[src/rtl/rf_bypass_pipe_pkg.sv]
`default_nettype none
// ---------------------------------------------------------------------------
// rf_bypass_pipe_pkg : default geometry shared by the register file datapath
// Revision: 1.0
// ---------------------------------------------------------------------------
package rf_bypass_pipe_pkg;

  localparam int DEF_DATA_W   = 16;
  localparam int DEF_SEL_W    = 3;
  localparam int DEF_NUM_REGS = 8;

endpackage : rf_bypass_pipe_pkg
`default_nettype wire

[src/rtl/rf_bypass_sel.sv]
`default_nettype none
// ---------------------------------------------------------------------------
// rf_bypass_sel : per-port youngest-value selector (write, stage, array)
// Revision: 1.0
// ---------------------------------------------------------------------------
module rf_bypass_sel
  import rf_bypass_pipe_pkg::*;
#(
  parameter int DATA_W   = DEF_DATA_W,
  parameter int SEL_W    = DEF_SEL_W,
  parameter int NUM_REGS = DEF_NUM_REGS,
  parameter bit ZERO_REG = 1'b0,
  parameter bit WB_STAGE = 1'b0
) (
  input  logic [SEL_W-1:0]  regsel,
  input  logic              wr_acc,
  input  logic [SEL_W-1:0]  wr_sel,
  input  logic [DATA_W-1:0] wr_data,
  input  logic              stage_valid,
  input  logic [SEL_W-1:0]  stage_sel,
  input  logic [DATA_W-1:0] stage_data,
  input  logic [DATA_W-1:0] array_word,
  output logic [DATA_W-1:0] rdata
);

  logic in_range;
  logic is_zero;

  assign in_range = 32'(regsel) < NUM_REGS;
  assign is_zero  = ZERO_REG && (regsel == '0);

  always_comb begin
    rdata = array_word;
    if (!in_range || is_zero) begin
      rdata = '0;
    end else if (wr_acc && (wr_sel == regsel)) begin
      rdata = wr_data;
    end else if (WB_STAGE && stage_valid && (stage_sel == regsel)) begin
      rdata = stage_data;
    end
  end

endmodule : rf_bypass_sel
`default_nettype wire

[src/rtl/rf_bypass_pipe.sv]
`default_nettype none
// ---------------------------------------------------------------------------
// rf_bypass_pipe : 2R/1W register file with full bypass and optional WB stage
// Revision: 1.0
// ---------------------------------------------------------------------------
module rf_bypass_pipe
  import rf_bypass_pipe_pkg::*;
#(
  parameter int DATA_W   = DEF_DATA_W,
  parameter int NUM_REGS = DEF_NUM_REGS,
  parameter int SEL_W    = DEF_SEL_W,
  parameter bit ZERO_REG = 1'b0,
  parameter bit WB_STAGE = 1'b0
) (
  input  logic              clk,
  input  logic              rst,
  input  logic [SEL_W-1:0]  read1regsel,
  input  logic [SEL_W-1:0]  read2regsel,
  input  logic [SEL_W-1:0]  writeregsel,
  input  logic [DATA_W-1:0] writedata,
  input  logic              write,
  output logic [DATA_W-1:0] read1data,
  output logic [DATA_W-1:0] read2data,
  output logic              err
);

  logic [DATA_W-1:0] mem [NUM_REGS];

  logic              wr_acc;
  logic              stage_valid;
  logic [SEL_W-1:0]  stage_sel;
  logic [DATA_W-1:0] stage_data;
  logic              commit_en;
  logic [SEL_W-1:0]  commit_sel;
  logic [DATA_W-1:0] commit_data;
  logic [DATA_W-1:0] port1_data;
  logic [DATA_W-1:0] port2_data;

  assign wr_acc = write && (32'(writeregsel) < NUM_REGS)
                  && !(ZERO_REG && (writeregsel == '0));

  generate
    if (WB_STAGE) begin : g_stage
      always_ff @(posedge clk or negedge rst) begin
        if (!rst) begin
          stage_valid <= 1'b0;
          stage_sel   <= '0;
          stage_data  <= '0;
        end else begin
          stage_valid <= wr_acc;
          stage_sel   <= writeregsel;
          stage_data  <= writedata;
        end
      end
      assign commit_en   = stage_valid;
      assign commit_sel  = stage_sel;
      assign commit_data = stage_data;
    end else begin : g_direct
      assign stage_valid = 1'b0;
      assign stage_sel   = '0;
      assign stage_data  = '0;
      assign commit_en   = wr_acc;
      assign commit_sel  = writeregsel;
      assign commit_data = writedata;
    end
  endgenerate

  // commit_sel is always in range: only accepted writes ever reach it
  always_ff @(posedge clk or negedge rst) begin
    if (!rst) begin
      for (int i = 0; i < NUM_REGS; i++) begin
        mem[i] <= '0;
      end
    end else if (commit_en) begin
      mem[commit_sel] <= commit_data;
    end
  end

  rf_bypass_sel #(
    .DATA_W(DATA_W), .SEL_W(SEL_W), .NUM_REGS(NUM_REGS),
    .ZERO_REG(ZERO_REG), .WB_STAGE(WB_STAGE)
  ) u_sel1 (
    .regsel(read1regsel), .wr_acc(wr_acc), .wr_sel(writeregsel),
    .wr_data(writedata), .stage_valid(stage_valid), .stage_sel(stage_sel),
    .stage_data(stage_data), .array_word(mem[read1regsel]), .rdata(port1_data)
  );

  rf_bypass_sel #(
    .DATA_W(DATA_W), .SEL_W(SEL_W), .NUM_REGS(NUM_REGS),
    .ZERO_REG(ZERO_REG), .WB_STAGE(WB_STAGE)
  ) u_sel2 (
    .regsel(read2regsel), .wr_acc(wr_acc), .wr_sel(writeregsel),
    .wr_data(writedata), .stage_valid(stage_valid), .stage_sel(stage_sel),
    .stage_data(stage_data), .array_word(mem[read2regsel]), .rdata(port2_data)
  );

  // reset forces quiet outputs even while bypass inputs are live
  assign read1data = rst ? port1_data : '0;
  assign read2data = rst ? port2_data : '0;
  assign err = rst & ((write & (32'(writeregsel) >= NUM_REGS))
                      | (32'(read1regsel) >= NUM_REGS)
                      | (32'(read2regsel) >= NUM_REGS));

endmodule : rf_bypass_pipe
`default_nettype wire

[config.mk]
export PLATFORM = sky130hd
export DESIGN_NAME = rf_bypass_pipe
export DESIGN_NICKNAME = d
export VERILOG_FILES = /design/src/rtl/rf_bypass_pipe_pkg.sv /design/src/rtl/rf_bypass_sel.sv /design/src/rtl/rf_bypass_pipe.sv
export SDC_FILE = /design/constraint.sdc
export NUM_CORES = 1
export LEC_CHECK = 0
export BUFFER_PORTS_ARGS = -buffer_cell sky130_fd_sc_hd__buf_2
export CAP_MARGIN = 25
export CORE_UTILIZATION = 25
export CTS_BUF_LIST = sky130_fd_sc_hd__clkbuf_16
export DETAILED_ROUTE_END_ITERATION = 10
export HOLD_SLACK_MARGIN = 0.1
export PLACE_DENSITY = 0.44
export SYNTH_ARGS = -nofsm -noshare
export SYNTH_HDL_FRONTEND = slang
export SYNTH_HIERARCHICAL = 1
export SYNTH_SLANG_ARGS = --single-unit
[constraint.sdc]
create_clock -name clk -period 2.5 [get_ports clk]
set_input_delay 0.25 -clock clk [delete_from_list [all_inputs] [get_ports clk]]
set_output_delay 0.25 -clock clk [all_outputs]
set_load 0.03 [all_outputs]
==> Word level (Yosys, flattened, before mapping) <==
Index checks and enable logic that the tools add are counted.
{ "totals": {"regBits": 128, "inputBits": 28, "output_inout_bits": 33, "elab_cells": 33} }
{ "op_classes": {"n_lt_le_gt_ge": 4, "eq_ne": 2, "n_mux": 13, "bitwise": 3, "reduce_logical": 3} }
{ "ops": {"columns": ["cell", "n"], "rows": [
  ["2-to-1 mux 16 bit", 9],
  ["bitwise mux 128 bit", 1],
  ["binary-select mux 16 bit (select 3 bit)", 2],
  ["demux 16 bit (select 3 bit)", 1],
  [">= comparator 4 bit, second input constant", 3],
  ["inverter 3 -> 4 bit", 3],
  ["== test 3 bit", 2],
  ["less-than comparator 4 x 1 -> 1 bit, second input constant", 1],
  ["logical AND 1 bit", 3]
]} }

==> Logic depth before layout (Yosys ltp) <==
Gate-level depths: netlist of run 1.
{ "depth": {"word_depth": 6, "mapped_depth": 6, "depth_no_buf": 4} }

==> By module <==
The synthesis of run 1 kept the hierarchy.
{ "by_module_without_submodules": {"columns": ["module", "n_inst", "cells_per_inst", "area_per_inst_um2", "seq_area_each_um2"], "rows": [
  ["rf_bypass_pipe", 1, 430, 7223.2, 3203.1],
  ["rf_bypass_sel", 2, 21, 276.5, 0.0]
]} }

==> Least setup slack after synthesis of run 1 <==
Ideal clock, no wire load.
{ "synth_path": {"kind": "in2out", "startpoint": "input port read2regsel[0]", "endpoint": "output port read2data[13]", "t_arrival_ps": 1784, "required_ps": 2250, "path_slack_ps": 466, "stages": 6, "path_buffers": 2, "path_cell_list": "buf_6 -> buf_6 -> mux4_1 -> mux2_2 -> mux2_4 -> and2_1"} }
{ "synth_between": {"elab_chain_len": 6, "word_cells_on_any_way": 8, "cone_classes": "eq/ne: 1; mux: 5; bitwise: 1; reduce/logical: 1"} }
{ "synth_lines": {"columns": ["element", "line", "text"], "rows": [
  ["from (decl)", "rf_bypass_pipe.sv:18", "input logic [SEL_W-1:0] read2regsel,"],
  ["inverter 3 -> 4 bit (implied by the code)", "rf_bypass_pipe.sv:94", ".stage_data(stage_data), .array_word(mem[read2regsel]), .rdata(port2_data)"],
  ["binary-select mux 16 bit (select 3 bit)", "rf_bypass_pipe.sv:94", null],
  ["2-to-1 mux 16 bit (implied by the code) (2 in series)", "rf_bypass_pipe.sv:94", null],
  ["2-to-1 mux 16 bit *", "rf_bypass_sel.sv:36", "end else if (wr_acc && (wr_sel == regsel)) begin"],
  ["via port2_data[13]", "rf_bypass_pipe.sv:37", "logic [DATA_W-1:0] port2_data;"],
  ["2-to-1 mux 16 bit *", "rf_bypass_pipe.sv:99", "assign read2data = rst ? port2_data : '0;"],
  ["to (decl)", "rf_bypass_pipe.sv:23", "output logic [DATA_W-1:0] read2data,"]
]} }
Mark *: on every way through the listed nets, which the timed path passes. The rest lies on a longest branch. The select of a mux whose other input is x is not followed.

==> Final worst setup path of run 1 <==
{ "layout_path": {"startpoint": "register mem[76] (netlist bit)", "endpoint": "output port read2data[12]"} }
{ "layout_between": {"elab_chain_len": 5} }
{ "layout_lines": {"columns": ["element", "line", "text"], "rows": [
  ["from (decl)", "rf_bypass_pipe.sv:27", "logic [DATA_W-1:0] mem [NUM_REGS];"],
  ["from (signal, indexed assignment)", "rf_bypass_pipe.sv:75", "mem[commit_sel] <= commit_data;"],
  ["binary-select mux 16 bit (select 3 bit)", "rf_bypass_pipe.sv:94", null],
  ["2-to-1 mux 16 bit (implied by the code) (2 in series)", "rf_bypass_pipe.sv:94", null],
  ["2-to-1 mux 16 bit", "rf_bypass_sel.sv:36", null],
  ["via port2_data[12]", "rf_bypass_pipe.sv:37", null],
  ["2-to-1 mux 16 bit", "rf_bypass_pipe.sv:99", null]
]} }
The timed path passes the listed nets, and every way through them passes these cells. The select of a mux whose other input is x is not followed.

==> results.cfg, run 1 <==
[routing]
routed_via_density = 4.89
wl_per_cell_um = 21.7
routed_wl_um = 20700
ant_nets = 0
drt-pass1-iter-count = 4
drc_errors = 0
dr_total_vias = 4647
dr.first_iter.drc_count = 187

[setup_path]
cp-start-kind = register
critPathKind = register to primary output
arrival_ns = 2.19
crit_path_end_kind = primary output
reg2reg_to = mem[114]
timing.rr.start = mem[114]
r2r_cells = 2
required_ns = 2.25
critPathMaxFanout = 3
ff2ff_setup_slack_ns = 1.60

[floorplanning]
die_h_um = 178
die_x_um = 178
row_count = 64
start_util_pct = 25.4
die-area_um2 = 31800
core_area_um2 = 30600
io_pins = 61

[power]
leakage_nw = 3.93
powerDensity_nw_per_um2 = 797
peakVddDrop_mv = 0.370

[synthesis]
ys_types = 20
syn_inst = 472
ys_seq_area_share_pct = 41.2
yosysTopAreaCell = dfrtp_1
synth_area_leaders = dfrtp_1, mux2_2, mux4_1
synth_top_cell_area_share_pct = 41.2
ys_ff_latch = 128
yosysWarnings = 6
avgSynthCellArea_um2 = 16.5
syn-num-nets = 500
netlist_area_um2 = 7780

[clocking]
cts_buffers = 17
cts.htree.levels = 4
cts.clk_slew.worst_paths_ns = 0.06
cts_tree = yes
cts-root-buf = clkbuf_16
clock_path_buffers = 2
clkLatencyLatePin_ns = 0.41
cts.sinks = 128

[hold_path]
worstHoldStart = writedata[9]
hold_depth = 2
min_path_type = input port to register
min_to = mem[9]

[global_routing]
grt_max_degree = 66
antenna_found_initial = 1
grt_pass1_vias = 5055
overflow = 0
grt_usage_pct = 13.6
grt_pass1_wl_um = 31700

[layout]
fin_nets = 569
largest_reg_flops = 128
nFillCells = 3054
area_delta_synth_final_pct = 18.1
layout-drive-gt1-share_pct = 62.5
reg_top3 = mem x128
top_register = mem
final_cells = 951

[sta]
worst_pin_slew_ns = 0.933
hold_violations = 0
fin_hold_ws_ns = 0.209
rsz0062_at_grt = true
clock_skew_ns = 0
finalCritPeriodShare_pct = 97.5
relSlewSlack_pct = 37.6
tns_ns = 0
setup_slack_ns = 0.0634
slew_violations = 0
setup_violations = 0
fmax_mhz = 410
finalCriticalPeriod_ns = 2.44

[place]
hpwlAfterDp_um = 13000
finalWeightedCongestion = 0.729
io_buffers = 59
place_ws_ns = 0.138
dp.cells = 915

[run]
maxCapViolCount = 0

[status]
outcome = finished clean
[metal layers]
metal	global-route usage (%)	part of all wire [%]
met1	19.0	49
met2	21.6	46
met3	2.62	3.7
met5	0	0.063
met4	3.25	0.81
[power by group]
part / total [mW] / switching [mW] / internal, mW
Combinational: 2.01 / 0.784 / 1.22
Sequential: 2.86 / 0.326 / 2.53
Clock: 2.45 / 0.907 / 1.54
Total: 7.32 / 2.02 / 5.30
[area by class of cell]
class	count	area, µm²	area share [%]
Tap cell	396	495	5.40
Clock buffer	17	425	4.63
Multi-Input combinational cell	305	4260	46.3
Antenna cell	1	2.50	0.0272
Clock inverter	15	154	1.68
Timing Repair Buffer	89	648	7.06
Sequential cell	128	3200	34.9
[critical path: stages, from the launching register on]
cell,delay [ns]
dfrtp_1,0.38
mux4_1,0.52
mux2_2,0.29
mux2_4,0.25
and2_1,0.15
buf_2,0.17
[cell usage after synthesis]
master,n
buf_1,8
xnor2_1,6
and4bb_2,1
buf_6,12
nand4b_2,3
conb_1,1
mux2_4,20
mux4_2,8
nor4b_4,1
and2_1,32
mux2_2,172
buf_4,6
clkbuf_2,2
nand4_2,1
clkbuf_1,3
buf_2,8
nor4bb_1,2
nand4_4,2
dfrtp_1,128
mux4_1,56
[how the worst max path moves through the flow]
stage	from	to	depth (start not counted)
after CTS	mem[87]	read2data[7]	5
after global routing	mem[109]	read2data[13]	5
after global placement	read2regsel[0]	read2data[14]	7
final	mem[76]	read2data[12]	5
after detailed placement	read2regsel[0]	read2data[14]	7
after floorplan	read2regsel[0]	read2data[13]	6
[cells in the final DEF, fill, tap and decap left out, types with 2 or more instances in the layout]
cell,count
clkbuf_16,17
and2_1,31
nor4bb_4,2
clkbuf_4,4
buf_4,28
mux4_2,29
dfrtp_1,128
inv_1,3
buf_6,2
buf_2,47
bufinv_16,3
mux2_4,20
mux4_1,35
nand4_4,2
nand4b_2,3
clkinv_1,3
buf_12,7
xnor2_1,6
clkinvlp_4,3
mux2_2,172
clkinv_2,2
[logic make-up after synthesis]
group         synth area share, %
mux                          50.0
xor+xnor                    0.676
buf+inv                      3.49
simple gates                 4.59
flops                        41.2
other cells                0.0482
[repair_timing]
action,CTS,global route
setup buffers,0,2
hold buffers,1,0
endpoints found under the setup margin,1,17
resized for setup,2,38
gates cloned,0,0
endpoints found under the hold margin,27,0
[through the flow]
step,power (mW),instance area (µm²),util [%]
6_report,7.32,9180,30.0
5_1_grt,7.69,9180,30.0
4_1_cts,7.35,9210,30.1
3_5_place_dp,4.86,8620,28.2
3_3_place_gp,4.79,8620,28.2
2_1_floorplan,4.29,7780,-
Note: power is estimated with default switching activity, not from simulation.
==> run 2, diff against run 1 <==
Settings changed: PLACE_DENSITY 0.44 to 0.38.
==> run 2 against run 1 <==
- final area grew 0.78%
- die area is the same
- hold slack lost 0.0025 ns
- fmax is essentially flat
- sequential share of layout area shrank 0.27 points
- critical path type unchanged
- largest cell class unchanged
- highest routed layer is now met4
==> results.cfg, run 2 (synthesis gave the netlist of run 1 again) <==
[status]
outcome = finished clean

[sta]
clock_skew_ns = 0
hold_violations = 0
fmax_mhz = 411
worst_pin_slew_ns = 0.995
setup_violations = 0
finalCritPeriodShare_pct = 97.4
rsz0062_at_grt = true
fin_hold_ws_ns = 0.207
finalCriticalPeriod_ns = 2.43
slew_violations = 0
relSlewSlack_pct = 33.5

[setup_path]
critPathMaxFanout = 3
arrival_ns = 2.18
crit_end = read2data[2]
required_ns = 2.25
timing.rr.start = mem[121]
cp-start-kind = register
reg2reg_to = mem[121]
ff2ff_setup_slack_ns = 1.60
crit_path_end_kind = primary output
critPathKind = register to primary output
crit_path_start = mem[66]
r2r_cells = 2

[layout]
fin_util_pct = 30.3
nFillCells = 3074
layout-drive-gt1-share_pct = 65.5
largest_reg_flops = 128
final_cell_mix = mux2_2, dfrtp_1, buf_2
reg_top3 = mem x128
mostFrequentLayoutCell = mux2_2
num_antenna_cells = 0
area_delta_synth_final_pct = 19.0
top_register = mem
final_cells = 953
fin_nets = 573

[routing]
ant_nets = 0
drc_errors = 0
routed_wl_um = 21700
routed_via_density = 4.81
wl_per_cell_um = 22.7
dr.first_iter.drc_count = 223
drt-pass1-iter-count = 4
dr_total_vias = 4588

[power]
powerDensity_nw_per_um2 = 830
peakVddDrop_mv = 0.315
leakage_nw = 3.93

[global_routing]
grt_use_met2_pct = 23.0
grt_usage_pct = 14.6
use_met1_pct = 20.2
overflow = 0
grt_pass1_wl_um = 33100
busiest_layer = met2
grt_pass1_vias = 5124
antenna_found_initial = 0
grt_max_degree = 42
grt.met3_usage_pct = 2.62

[clocking]
clock_path_buffers = 2
cts_tree = yes
cts.sinks = 128
cts-root-buf = clkbuf_16
cts_buffers = 17
clkLatencyLatePin_ns = 0.41
cts.htree.levels = 4
cts.clk_slew.worst_paths_ns = 0.06

[floorplanning]
row_count = 64
die_x_um = 178
die_h_um = 178
core_area_um2 = 30600
io_pins = 61
die-area_um2 = 31800
start_util_pct = 25.4

[place]
io_buffers = 59
hpwlAfterDp_um = 13500
finalWeightedCongestion = 0.717
dp.cells = 914

[hold_path]
min_path_type = input port to register

[run]
maxCapViolCount = 0
[run 2: cell count changes in the layout (fill, tap and decap cells not counted), moves of 2 or more]
cell,before,now
mux4_1,35,22
mux4_2,29,42
clkbuf_4,4,8
bufinv_16,3,6
clkinv_1,3,0
clkinv_2,2,4
[run 2: repair_timing]
| item | in CTS | in global routing |
|---|---|---|
| gates cloned | 0 | 0 |
| setup endpoints to repair | 1 | 23 |
| buffers inserted | 0 | 6 |
| resized for setup | 1 | 51 |
| hold endpoints to repair | 31 | 0 |
| hold buffers | 1 | 0 |
[run 2: worst max-delay path, cell delays in order (launching register included)]
cell	delay, ns
dfrtp_1	0.39
mux4_1	0.50
mux2_2	0.28
mux2_2	0.26
and2_1	0.18
buf_4	0.17
[run 2: worst min-delay path by stage]
stage	from	endpoint	slack (ns)	cells after the start
floorplan	rst	mem[0]	-0.05	0
global placement	rst	mem[15]	0.19	1
detailed placement	rst	mem[31]	0.20	1
CTS	writedata[7]	mem[7]	0.19	2
global route	writedata[7]	mem[7]	0.21	2
finish	writedata[6]	mem[118]	0.21	2
[run 2: power by group]
part / switching, mW / total (mW) / leakage, nW / internal (mW)
Sequential: 0.336 / 2.87 / 1.54 / 2.53
Combinational: 0.795 / 2.04 / 2.07 / 1.25
Clock: 0.921 / 2.77 / 0.321 / 1.85
[run 2: through the flow]
step	instance area, µm²	TNS, ns	setup WS, ns	total power, mW
after floorplan	7780	0	0.466	4.29
after global placement	8610	0	0.134	4.81
after detailed placement	8610	0	0.138	4.87
after CTS	9270	0	0.00372	7.71
after global routing	9260	-0.0593	-0.0156	8.11
final	9260	0	0.0658	7.68
[run 2: final cells by class]
| class | count | area, µm² | area share (%) |
|---|---|---|---|
| clock buffers | 17 | 425 | 4.60 |
| clock inverters | 14 | 223 | 2.41 |
| multi-input cells | 305 | 4200 | 45.4 |
| flip-flops and latches | 128 | 3200 | 34.6 |
| well taps | 396 | 495 | 5.35 |
| repair buffers | 93 | 704 | 7.61 |
[run 2: routing by layer]
| layer | vias to the layer above | routed length [µm] |
|---|---|---|
| met1 | 2485 | 10500 |
| met3 | 23 | 643 |
| met4 | 0 | 309 |
| met5 | - | 0 |
| li1 | 1990 | - |
| met2 | 90 | 10200 |
==> run 3, diff against run 2 <==
Settings changed: BUFFER_PORTS_ARGS -buffer_cell sky130_fd_sc_hd__buf_2 to -buffer_cell sky130_fd_sc_hd__buf_4.
==> run 3 against run 2 <==
- cell count down 0.73%
- global-route usage down 0.17 points
- clock power down 8.7%
- critical endpoint is now read2data[14]
- largest power group unchanged
==> results.cfg, run 3 (synthesis gave the netlist of run 1 again) <==
[clocking]
cts.clk_slew.worst_paths_ns = 0.06
cts.sinks = 128
clock_path_buffers = 2
cts-root-buf = clkbuf_16
cts.htree.levels = 4
cts_tree = yes
clkLatencyLatePin_ns = 0.42
cts_buffers = 17

[place]
place_ws_ns = 0.167
io_buffers = 59
hpwlAfterDp_um = 13300
finalWeightedCongestion = 0.704

[setup_path]
critPathMaxFanout = 3
timing.rr.start = mem[77]
ff2ff_setup_slack_ns = 1.58
crit_path_end_kind = primary output
crit_end = read2data[14]
reg2reg_to = mem[77]
required_ns = 2.25
critPathKind = register to primary output
crit_path_start = mem[78]
r2r_cells = 2
arrival_ns = 2.21
cp-start-kind = register

[global_routing]
overflow = 0
grt_pass1_wl_um = 32900
grt_pass1_vias = 4965
use_met1_pct = 19.6
busiest_layer = met2
grt.met3_usage_pct = 2.88
grt_usage_pct = 14.4
grt_use_met2_pct = 23.3
grt_max_degree = 61
antenna_found_initial = 0

[layout]
layout-drive-gt1-share_pct = 63.8
area_delta_synth_final_pct = 19.4
final_cell_mix = mux2_2, dfrtp_1, buf_4
fin_nets = 565
largest_reg_flops = 128
num_antenna_cells = 0
mostFrequentLayoutCell = mux2_2
reg_top3 = mem x128
top_register = mem

[floorplanning]
die-area_um2 = 31800
die_h_um = 178
io_pins = 61
start_util_pct = 25.4
core_area_um2 = 30600
row_count = 64
die_x_um = 178

[hold_path]
min_path_type = input port to register

[sta]
relSlewSlack_pct = 39.2
tns_ns = 0
setup_slack_ns = 0.0388
worst_pin_slew_ns = 0.908
fmax_mhz = 406
clock_skew_ns = 0
slew_violations = 0
finalCriticalPeriod_ns = 2.46
hold_violations = 0
setup_violations = 0
rsz0062_at_grt = true
finalCritPeriodShare_pct = 98.4

[routing]
wl_per_cell_um = 22.8
routed_wl_um = 21600
drt-pass1-iter-count = 4
ant_nets = 0
dr_total_vias = 4563
drc_errors = 0
dr.first_iter.drc_count = 210
routed_via_density = 4.82

[power]
powerDensity_nw_per_um2 = 804
leakage_nw = 3.91
peakVddDrop_mv = 0.504

[run]
maxCapViolCount = 0

[status]
outcome = finished clean
## run 3: cell count changes in the layout (fill, tap and decap cells not counted), sizes merged
cell and delta:
clkinvlp +3, clkinv +1, clkbuf -8, bufinv -3
## run 3: worst min-delay path by stage
stage                 start  endpoint  slack (ns)  depth (start not counted)
6_report       writedata[9]    mem[9]        0.15                          2
3_3_place_gp            rst   mem[81]        0.24                          1
3_5_place_dp            rst   mem[81]        0.24                          1
5_1_grt        writedata[5]  mem[117]        0.14                          2
2_1_floorplan           rst    mem[0]       -0.05                          0
4_1_cts        writedata[5]  mem[117]        0.13                          2
## run 3: where the power goes
| part | leakage (nW) | total (mW) | switching (mW) | internal, mW |
|---|---|---|---|---|
| clock | 0.278 | 2.53 | 0.975 | 1.56 |
| combinational | 2.09 | 2.07 | 0.798 | 1.27 |
| sequential | 1.54 | 2.86 | 0.323 | 2.53 |
## run 3: worst max-delay path, stage by stage, from the launching register on
cell and delay (ns):
dfrtp_1 0.40, mux4_1 0.52, mux2_2 0.29, mux2_4 0.25
and2_1 0.16, buf_4 0.16
## run 3: timing repair
| action | in CTS | in global routing |
|---|---|---|
| hold buffers | 1 | 0 |
| gates resized for setup | 0 | 30 |
| setup buffers | 0 | 1 |
| endpoints found under the hold margin | 23 | 0 |
| setup endpoints to repair | 0 | 22 |
## run 3: area by class of cell
type,instances,area (µm²)
fillers,3077,21300
flip-flops and latches,128,3200
well taps,396,495
clock buffers,17,425
clock inverters,15,170
multi-input cells,305,4230
repair buffers,85,764
## run 3: stage by stage
stage          hold WS, ns  utilization (%)  std cells  total power, mW  cell area [µm²]
3_5_place_dp         0.243             28.7        912             4.94             8770
4_1_cts              0.127             30.6        945             7.53             9380
5_1_grt              0.137             30.4        946             7.88             9290
6_report             0.146             30.4        946             7.46             9290
3_3_place_gp         0.238             28.7        912             4.88             8770
2_1_floorplan      -0.0456                -        472             4.29             7780
## run 3: routing by layer
metal  wire (µm)  up-vias
li1            -     1982
met1       10400     2479
met2       10300       87
met3         705       15
met4         186        0
met5           0        -
